### config.mk
export PLATFORM = sky130hd
export DESIGN_NAME = ea_sequencer_flat
export DESIGN_NICKNAME = d
export VERILOG_FILES = /design/src/rtl/ea_sequencer_if.sv /design/src/rtl/ea_sequencer.sv /design/src/flat_wrapper.sv
export SDC_FILE = /design/constraint.sdc
export NUM_CORES = 1
export LEC_CHECK = 0
export ABC_AREA = 1
export BUFFER_PORTS_ARGS = -buffer_cell sky130_fd_sc_hd__buf_2
export CAP_MARGIN = 20
export CORE_ASPECT_RATIO = 1.25
export CORE_UTILIZATION = 43
export DETAILED_ROUTE_END_ITERATION = 12
export GPL_ROUTABILITY_DRIVEN = 1
export PLACE_DENSITY = 0.87
export SYNTH_ARGS = -nofsm -noshare
export SYNTH_HDL_FRONTEND = slang
export SYNTH_SLANG_ARGS = --single-unit
### constraint.sdc
create_clock -name clk -period 1.35 [get_ports clk]
set_input_delay 0.2025 -clock clk [delete_from_list [all_inputs] [get_ports clk]]
set_output_delay 0.2025 -clock clk [all_outputs]
set_load 0.005 [all_outputs]
### src/rtl/ea_sequencer_if.sv
// Decoder-request and memory-port signals of the effective-address sequencer.
// master = sequencer side, slave = decoder/memory side.
interface ea_sequencer_if;
  logic        start;
  logic [11:0] ir;
  logic [11:0] pclatched;
  logic        dir;
  logic        ind;
  logic        ppind;
  logic        mp;
  logic        mreq;
  logic        mwe;
  logic [11:0] maddr;
  logic [11:0] mdout;
  logic [11:0] mdin;
  logic        mack;
  logic [11:0] ea;
  logic        eavalid;
  logic        busy;
  logic        err;

  // mreq/mack: mreq is held with maddr/mwe/mdout stable until mack is sampled
  // high on a rising edge; mack is ignored while mreq is low.
  modport master (
    input  start, ir, pclatched, dir, ind, ppind, mp, mdin, mack,
    output mreq, mwe, maddr, mdout, ea, eavalid, busy, err
  );

  modport slave (
    output start, ir, pclatched, dir, ind, ppind, mp, mdin, mack,
    input  mreq, mwe, maddr, mdout, ea, eavalid, busy, err
  );
endinterface

### src/rtl/ea_sequencer.sv
// Effective-address sequencer: direct, indirect and auto-index operand addresses.
// Define AUTOINDEX_EN to make PPIND read-increment-write the pointer; otherwise PPIND acts as IND.
module ea_sequencer #(
  parameter int unsigned WAIT_LIMIT = 255
) (
  input  logic                  clk,
  input  logic                  rst,
  ea_sequencer_if.master        bus,
  output logic [1:0]            state_dbg
);

  localparam int CW = (WAIT_LIMIT > 1) ? $clog2(WAIT_LIMIT + 1) : 1;
  localparam logic [CW-1:0] LIMIT_M1 = CW'(WAIT_LIMIT - 1);

  typedef enum logic [1:0] {IDLE = 2'd0, RDPTR = 2'd1, WRPTR = 2'd2, DONE = 2'd3} state_t;

  state_t          state_q, state_d;
  logic            mreq_q, mreq_d;
  logic            mwe_q, mwe_d;
  logic [11:0]     maddr_q, maddr_d;
  logic [11:0]     mdout_q, mdout_d;
  logic [11:0]     ea_q, ea_d;
  logic            eavalid_q, eavalid_d;
  logic            busy_q, busy_d;
  logic            err_q, err_d;
  logic [CW-1:0]   wcnt_q, wcnt_d;
  logic [11:0]     pa;
  logic            timeout;
  logic            unused_inputs;
`ifdef AUTOINDEX_EN
  logic            ai_q, ai_d;
`endif

  assign pa      = bus.mp ? {bus.pclatched[11:7], bus.ir[6:0]} : {5'b0, bus.ir[6:0]};
  assign timeout = (WAIT_LIMIT != 0) && mreq_q && !bus.mack && (wcnt_q == LIMIT_M1);
  // No mode flag set is handled as direct, so DIR itself carries no extra information.
  assign unused_inputs = ^{bus.dir, bus.ir[11:7], bus.pclatched[6:0]};

  always_comb begin
    state_d   = state_q;
    mreq_d    = mreq_q;
    mwe_d     = mwe_q;
    maddr_d   = maddr_q;
    mdout_d   = mdout_q;
    ea_d      = ea_q;
    eavalid_d = 1'b0;
    err_d     = 1'b0;
    busy_d    = busy_q;
    wcnt_d    = wcnt_q;
`ifdef AUTOINDEX_EN
    ai_d      = ai_q;
`endif
    case (state_q)
      IDLE: begin
        // busy still covers the EAVALID/ERR cycle, which blocks a START there.
        if (eavalid_q || err_q) busy_d = 1'b0;
        if (bus.start && !busy_q) begin
          busy_d = 1'b1;
          if (bus.ppind || bus.ind) begin
            maddr_d = pa;
            mwe_d   = 1'b0;
            mreq_d  = 1'b1;
            wcnt_d  = '0;
            state_d = RDPTR;
`ifdef AUTOINDEX_EN
            ai_d    = bus.ppind;
`endif
          end else begin
            ea_d    = pa;
            state_d = DONE;
          end
        end
      end
      RDPTR: begin
        if (bus.mack) begin
          mreq_d = 1'b0;
          wcnt_d = '0;
`ifdef AUTOINDEX_EN
          if (ai_q) begin
            mdout_d = bus.mdin + 12'd1;
            state_d = WRPTR;
          end else begin
            ea_d    = bus.mdin;
            state_d = DONE;
          end
`else
          ea_d    = bus.mdin;
          state_d = DONE;
`endif
        end else if (timeout) begin
          mreq_d  = 1'b0;
          mwe_d   = 1'b0;
          err_d   = 1'b1;
          wcnt_d  = '0;
          state_d = IDLE;
        end else begin
          wcnt_d = wcnt_q + CW'(1);
        end
      end
`ifdef AUTOINDEX_EN
      WRPTR: begin
        // First cycle here is the one-cycle mreq gap between the read and the write.
        // EA only takes the incremented pointer once the write-back lands.
        if (!mreq_q) begin
          mreq_d = 1'b1;
          mwe_d  = 1'b1;
          wcnt_d = '0;
        end else if (bus.mack) begin
          mreq_d  = 1'b0;
          mwe_d   = 1'b0;
          ea_d    = mdout_q;
          wcnt_d  = '0;
          state_d = DONE;
        end else if (timeout) begin
          mreq_d  = 1'b0;
          mwe_d   = 1'b0;
          err_d   = 1'b1;
          wcnt_d  = '0;
          state_d = IDLE;
        end else begin
          wcnt_d = wcnt_q + CW'(1);
        end
      end
`endif
      DONE: begin
        eavalid_d = 1'b1;
        state_d   = IDLE;
      end
      default: state_d = IDLE;
    endcase
  end

  always_ff @(posedge clk or posedge rst) begin
    if (rst) begin
      state_q   <= IDLE;
      mreq_q    <= 1'b0;
      mwe_q     <= 1'b0;
      maddr_q   <= '0;
      mdout_q   <= '0;
      ea_q      <= '0;
      eavalid_q <= 1'b0;
      busy_q    <= 1'b0;
      err_q     <= 1'b0;
      wcnt_q    <= '0;
`ifdef AUTOINDEX_EN
      ai_q      <= 1'b0;
`endif
    end else begin
      state_q   <= state_d;
      mreq_q    <= mreq_d;
      mwe_q     <= mwe_d;
      maddr_q   <= maddr_d;
      mdout_q   <= mdout_d;
      ea_q      <= ea_d;
      eavalid_q <= eavalid_d;
      busy_q    <= busy_d;
      err_q     <= err_d;
      wcnt_q    <= wcnt_d;
`ifdef AUTOINDEX_EN
      ai_q      <= ai_d;
`endif
    end
  end

  assign bus.mreq    = mreq_q;
  assign bus.mwe     = mwe_q;
  assign bus.maddr   = maddr_q;
  assign bus.mdout   = mdout_q;
  assign bus.ea      = ea_q;
  assign bus.eavalid = eavalid_q;
  assign bus.busy    = busy_q;
  assign bus.err     = err_q;
  assign state_dbg   = state_q;

endmodule

### src/flat_wrapper.sv
// flat-port wrapper written by rule: the top's interface ports become plain ports
module ea_sequencer_flat 
#(
  parameter int unsigned WAIT_LIMIT = 255
)
  (clk, rst, state_dbg, bus_start, bus_ir, bus_pclatched, bus_dir, bus_ind, bus_ppind, bus_mp, bus_mdin, bus_mack, bus_mreq, bus_mwe, bus_maddr, bus_mdout, bus_ea, bus_eavalid, bus_busy, bus_err);
  ea_sequencer_if bus_i ();
  input  logic clk;
  input  logic rst;
  output logic [1:0] state_dbg;
  input wire logic [$bits(bus_i.start)-1:0] bus_start;
  input wire logic [$bits(bus_i.ir)-1:0] bus_ir;
  input wire logic [$bits(bus_i.pclatched)-1:0] bus_pclatched;
  input wire logic [$bits(bus_i.dir)-1:0] bus_dir;
  input wire logic [$bits(bus_i.ind)-1:0] bus_ind;
  input wire logic [$bits(bus_i.ppind)-1:0] bus_ppind;
  input wire logic [$bits(bus_i.mp)-1:0] bus_mp;
  input wire logic [$bits(bus_i.mdin)-1:0] bus_mdin;
  input wire logic [$bits(bus_i.mack)-1:0] bus_mack;
  output wire logic [$bits(bus_i.mreq)-1:0] bus_mreq;
  output wire logic [$bits(bus_i.mwe)-1:0] bus_mwe;
  output wire logic [$bits(bus_i.maddr)-1:0] bus_maddr;
  output wire logic [$bits(bus_i.mdout)-1:0] bus_mdout;
  output wire logic [$bits(bus_i.ea)-1:0] bus_ea;
  output wire logic [$bits(bus_i.eavalid)-1:0] bus_eavalid;
  output wire logic [$bits(bus_i.busy)-1:0] bus_busy;
  output wire logic [$bits(bus_i.err)-1:0] bus_err;
  assign bus_i.start = bus_start;
  assign bus_i.ir = bus_ir;
  assign bus_i.pclatched = bus_pclatched;
  assign bus_i.dir = bus_dir;
  assign bus_i.ind = bus_ind;
  assign bus_i.ppind = bus_ppind;
  assign bus_i.mp = bus_mp;
  assign bus_i.mdin = bus_mdin;
  assign bus_i.mack = bus_mack;
  assign bus_mreq = bus_i.mreq;
  assign bus_mwe = bus_i.mwe;
  assign bus_maddr = bus_i.maddr;
  assign bus_mdout = bus_i.mdout;
  assign bus_ea = bus_i.ea;
  assign bus_eavalid = bus_i.eavalid;
  assign bus_busy = bus_i.busy;
  assign bus_err = bus_i.err;
  ea_sequencer #(.WAIT_LIMIT(WAIT_LIMIT)) u_core (.clk(clk), .rst(rst), .bus(bus_i), .state_dbg(state_dbg));
endmodule
-- After elaboration in Yosys (flattened, before gate mapping)
Cells that the tools add are included.
- flip-flop bits (word level): 39
- $add $sub $neg: 1
- multiplexer cells: 30
- equal/unequal tests: 10
- reductions and logical operators: 17
- operators by type and width (operator ; number):
    $mux 12 ; 4
    $mux 8 ; 4
    $pmux 12 s2 ; 1
    $pmux 8 s2 ; 1
    $mux 1 ; 13
    $add 8x1->8 const B ; 1
    $eq 8x8->1 const B ; 1
    $mux 2 ; 4
    $reduce_and 4->1 ; 2
    $ne 2x1->1 const B ; 3
    $ne 2x2->1 const B ; 3
    $reduce_and 3->1 ; 2
    $reduce_and 5->1 ; 1
    $pmux 1 s2 ; 2
    $pmux 2 s2 ; 1
    $reduce_and 2->1 ; 2
    $reduce_bool 2->1 ; 2
    $logic_and 1x1->1 ; 3
    $ne 3x2->1 const B ; 1
    $eq 2x1->1 const B ; 1
    $eq 2x2->1 const B ; 1
    $logic_not 1->1 ; 2
    $logic_not 2->1 ; 1
    $logic_or 1x1->1 ; 2

-- Depth between registers and ports, before layout
- depth after elaboration: 6
- mapped depth: 9

-- Least setup slack after synthesis
No wires, ideal clock.
- kind: reg-to-reg
- start point: register u_core.state_q[1], in the netlist u_core.state_dbg[1]
- end point: register u_core.ea_q[4], in the netlist u_core.bus.ea[4]
- path buffers: 1
- cell stages (with the launch flop): 8
- data arrival time: 1.169 ns
- slack: 0.064 ns
- required time: 1.233 ns
- path through: dfrtp_1 inv_2 nand2_4 inv_4 nand2_4 a21oi_4 buf_6 o21ai_2
- longest elaborated chain between the ends: 3
- elaborated cells between the ends (all ways): 8
- classes of those cells: eq/ne: 4; mux: 1; reduce/logical: 3
- ends and longest elaborated chain (item ; line ; text):
    from (decl) ; ea_sequencer.sv:17 ; state_t state_q, state_d;
    from (signal assigned) ; ea_sequencer.sv:149 ; state_q <= state_d;
    $eq 2x1->1 or $logic_not 2->1 (tied branches) ; ea_sequencer.sv:53 ; case (state_q)
    $ne 2x2->1 (no source line) (tied with other cells) ; -- ;
    $reduce_and 4->1 (no source line) ; -- ;
    to (signal assigned) ; ea_sequencer.sv:140 ; ea_q <= '0;
    to (signal assigned) ; ea_sequencer.sv:154 ; ea_q <= ea_d;
    to (decl) ; ea_sequencer.sv:22 ; logic [11:0] ea_q, ea_d;
Parallel ways exist; a longest one is shown, timed or not.
A chain may end at the register's enable or synchronous reset.

-- Worst setup path after layout
- start point: register u_core.state_q[1], in the netlist u_core.state_dbg[1]
- end point: register u_core.ea_q[10], in the netlist u_core.bus.ea[10]
The elaborated chain is that of the path after synthesis.

==> results.tsv <==
stage	metric	value	unit
timing	final setup fails	0	
cells_and_area	Non-Filler Instances	380	
drt	met3 routed WL	221	um
min_path	Hold Crit Class	in -> async	
pwr	Leakage	1.416	nW
logic_synthesis	synthesized area per cell	8.472	um^2
setup_path	Setup crit end	u_core.bus.ea[10]	
clocking	clk slew on worst S/H paths	0.07	ns
clocking	Num CTS Buffers	5	
setup_path	Critical Path AT	1.56	ns
cells_and_area	Antenna diodes	0	
timing	Final Skew	0.007758	ns
drt	routed metal-1 wire length	1.904	mm
clocking	clk_lat worst skew	0.29	ns
setup_path	CP Capture Type	register	
setup_path	CP required	1.56	ns
die	initial core utilization	45.85	%
global_route	vias in the first global route	1809	
cells_and_area	fin util	59.15	%
die	Core Box Area	4527	um^2
global_route	largest net degree at the start of global routing	39	
drt	WL/cell	12.66	um
placed_design	IO Port Bufs	60	
drt	DR DRC count	0	
drt	Vias	1825	
drt	vias per cell	4.803	
clocking	H-tree levels	2	
placed_design	Inst Count DP	372	
pwr	maximum vdd drop	0.001167	V
logic_synthesis	Seq cells post-synth	38	
clocking	CTS tree	done	
setup_path	startpoint types	register	
logic_synthesis	Ys Warns	0	
cells_and_area	layout cells sized above 1	42.86	%
logic_synthesis	Post-Syn Instances	245	
drt	DR iter-0 viols	46	
logic_synthesis	sequential fraction of the synthesis area	45.81	%
global_route	Total GRT Usage	20.32	%
drt	Pre-antenna DRT Iters	4	
cells_and_area	Finished Cell Area	2678	um^2
die	io pins	87	
placed_design	Final Wtd Congestion	0.8646	
cells_and_area	Layout area overhead	28.99	%
placed_design	DPL Wire Length	3.498	mm
setup_path	Crit Path Category	reg -> reg	
job	MaxCap Viol Count	0	
drt	top layer in use	met4	
setup_path	maximum fanout along the worst path	25	
clocking	maximum clock insertion buffer count	2	
placed_design	dpl cell area	2482	um^2
setup_path	Reg-to-Reg End	u_core.bus.ea[10]	
pwr	pwr dens	2026	nW/um^2
clocking	CTS Root Cell	clkbuf_8	
logic_synthesis	Synth Cell Area	2076	um^2
drt	Met2 Routed Length	2.599	mm
drt	antenna-violating nets left	0	
clocking	clock net sink count	38	
logic_synthesis	count of different cell masters after synthesis	27	
global_route	initial antenna violation count	0	
setup_path	Worst R2R Setup Slack	0.002	ns
setup_path	CP startpoint	u_core.state_dbg[1]	
setup_path	worst r2r src	u_core.state_dbg[1]	
global_route	first-pass GRT wire length	7.845	mm
die	Die X-Extent	64.15	um
timing	final hold violations	0	
timing	Tmin final	1.348	ns
status	status	finished clean	
timing	part of the cycle the worst path needs	99.88	%
die	Site Rows	27	
drt	drt total wl	4.812	mm
global_route	GRT Residual Overflow	0	
timing	Pins Over Slew Limit	0	
setup_path	FF-to-FF path depth	9	
die	DIE HEIGHT	79.68	um
timing	Max Freq	741.6	MHz
cells_and_area	nets@finish	369	
die	die area	5111	um^2
timing	RSZ-0062 raised after global routing	yes	
cell usage after synthesis:
cell | count | area (um^2)
a21oi_1 | 5 | 25.02
a21oi_4 | 1 | 16.27
buf_2 | 2 | 10.01
buf_4 | 13 | 97.59
buf_6 | 5 | 56.30
conb_1 | 1 | 3.750
dfrtp_1 | 38 | 950.9
ha_1 | 2 | 25.02
inv_1 | 29 | 108.9
inv_2 | 1 | 3.750
inv_4 | 1 | 6.260
nand2_1 | 68 | 255.2
nand2_2 | 8 | 50.05
nand2_4 | 4 | 45.04
nand3_1 | 10 | 50.05
nand4_1 | 4 | 25.02
nor2_1 | 12 | 45.04
nor2_2 | 1 | 6.260
nor2_4 | 1 | 11.26
nor2_8 | 1 | 20.02
nor3_1 | 2 | 10.01
nor3b_1 | 1 | 7.510
nor4_1 | 1 | 6.260
o21ai_0 | 14 | 70.07
o21ai_1 | 1 | 5.000
o21ai_2 | 18 | 157.7
o21bai_1 | 1 | 7.510
area by class of cell:
type	instances	area, um^2
multi-input combinational	168	965.9
tap	58	72.57
clock buffer	6	82.58
timing repair buffer	79	483.0
fill	409	1849
inverter	31	121.4
sequential	38	952.2
through the flow:
step | hold slack [ns] | total power [mW] | TNS, ns | setup WS, ns
6_report | 0.01359 | 5.424 | 0 | 0.001572
5_1_grt | 0.06163 | 5.837 | -1.088 | -0.07888
4_1_cts | 0.02863 | 5.338 | -0.003048 | -0.001768
3_5_place_dp | 0.3402 | 4.383 | -0.6738 | -0.05250
3_3_place_gp | 0.3417 | 4.271 | -0.04088 | -0.04088
2_1_floorplan | 0.3451 | 3.504 | 0 | 0.06414
worst min-delay path by stage:
| stage | from | to | slack [ns] | cells after the start |
|---|---|---|---|---|
| after floorplan | bus_mack | u_core.state_dbg[0] | 0.35 | 2 |
| after global placement | rst | u_core.bus.maddr[10] | 0.34 | 3 |
| after detailed placement | rst | u_core.bus.busy | 0.34 | 3 |
| after CTS | rst | u_core.bus.err | 0.03 | 3 |
| after global routing | rst | u_core.bus.eavalid | 0.06 | 3 |
| final | rst | u_core.bus.err | 0.01 | 3 |
flip-flops by register name, indices dropped and copies added (netlist names):
register	cells
u_core.bus.err	1
u_core.bus.ea	12
u_core.bus.busy	1
u_core.bus.maddr	12
u_core.wcnt_q	8
u_core.bus.eavalid	1
u_core.state_dbg	2
u_core.bus.mreq	1
worst max-delay path: stages (launching register included):
cell,delay [ns]
dfrtp_1,0.42
inv_2,0.09
buf_6,0.11
nand2_8,0.07
inv_6,0.07
nand2_4,0.05
a21oi_4,0.14
buf_12,0.19
nand2_1,0.07
o21ai_1,0.07
kinds of logic (layout without fill, tap and decap cells):
family / Yosys count / count (layout) / synth area share [%]
simple gates: 113 / 113 / 25.62
buf+inv: 51 / 116 / 13.62
compound gates: 40 / 40 / 13.56
flops: 38 / 38 / 45.81
fa+ha+maj: 2 / 2 / 1.205
other cells: 1 / 13 / 0.1807
timing repair:
item / CTS / global route
setup endpoints to repair: 27 / 27
cloned: 0 / 0
pin swaps: 0 / 7
gates resized for setup: 17 / 15
setup buffers: 0 / 2
hold buffers: 0 / 0
cells in the final DEF (no fill, tap or decap), types with 2 or more instances in the layout:
cell type / n
buf_4: 14
nand4_1: 4
nand2_8: 2
buf_6: 2
o21ai_2: 18
nor2_1: 11
dfrtp_1: 37
nand3_1: 10
buf_2: 60
nor2_4: 2
nand2_1: 60
nor3_2: 2
o21ai_1: 6
nand2_4: 3
inv_2: 3
clkbuf_8: 6
buf_12: 2
a21oi_1: 4
nand2_2: 15
o21ai_0: 9
conb_1: 13
inv_1: 27
layer usage:
metal,vias up,global-route usage [%]
met5,-,0
met4,0,9.556
met3,8,5.571
met2,58,36.70
met1,860,21.76
li1,899,-
power by group:
part	internal [mW]	leakage [nW]	switching, mW
combinational	1.26	0.886	1.58
sequential	1.54	0.488	0.277
clock	0.394	0.0431	0.373
Note: power is estimated with default switching activity, not from simulation.
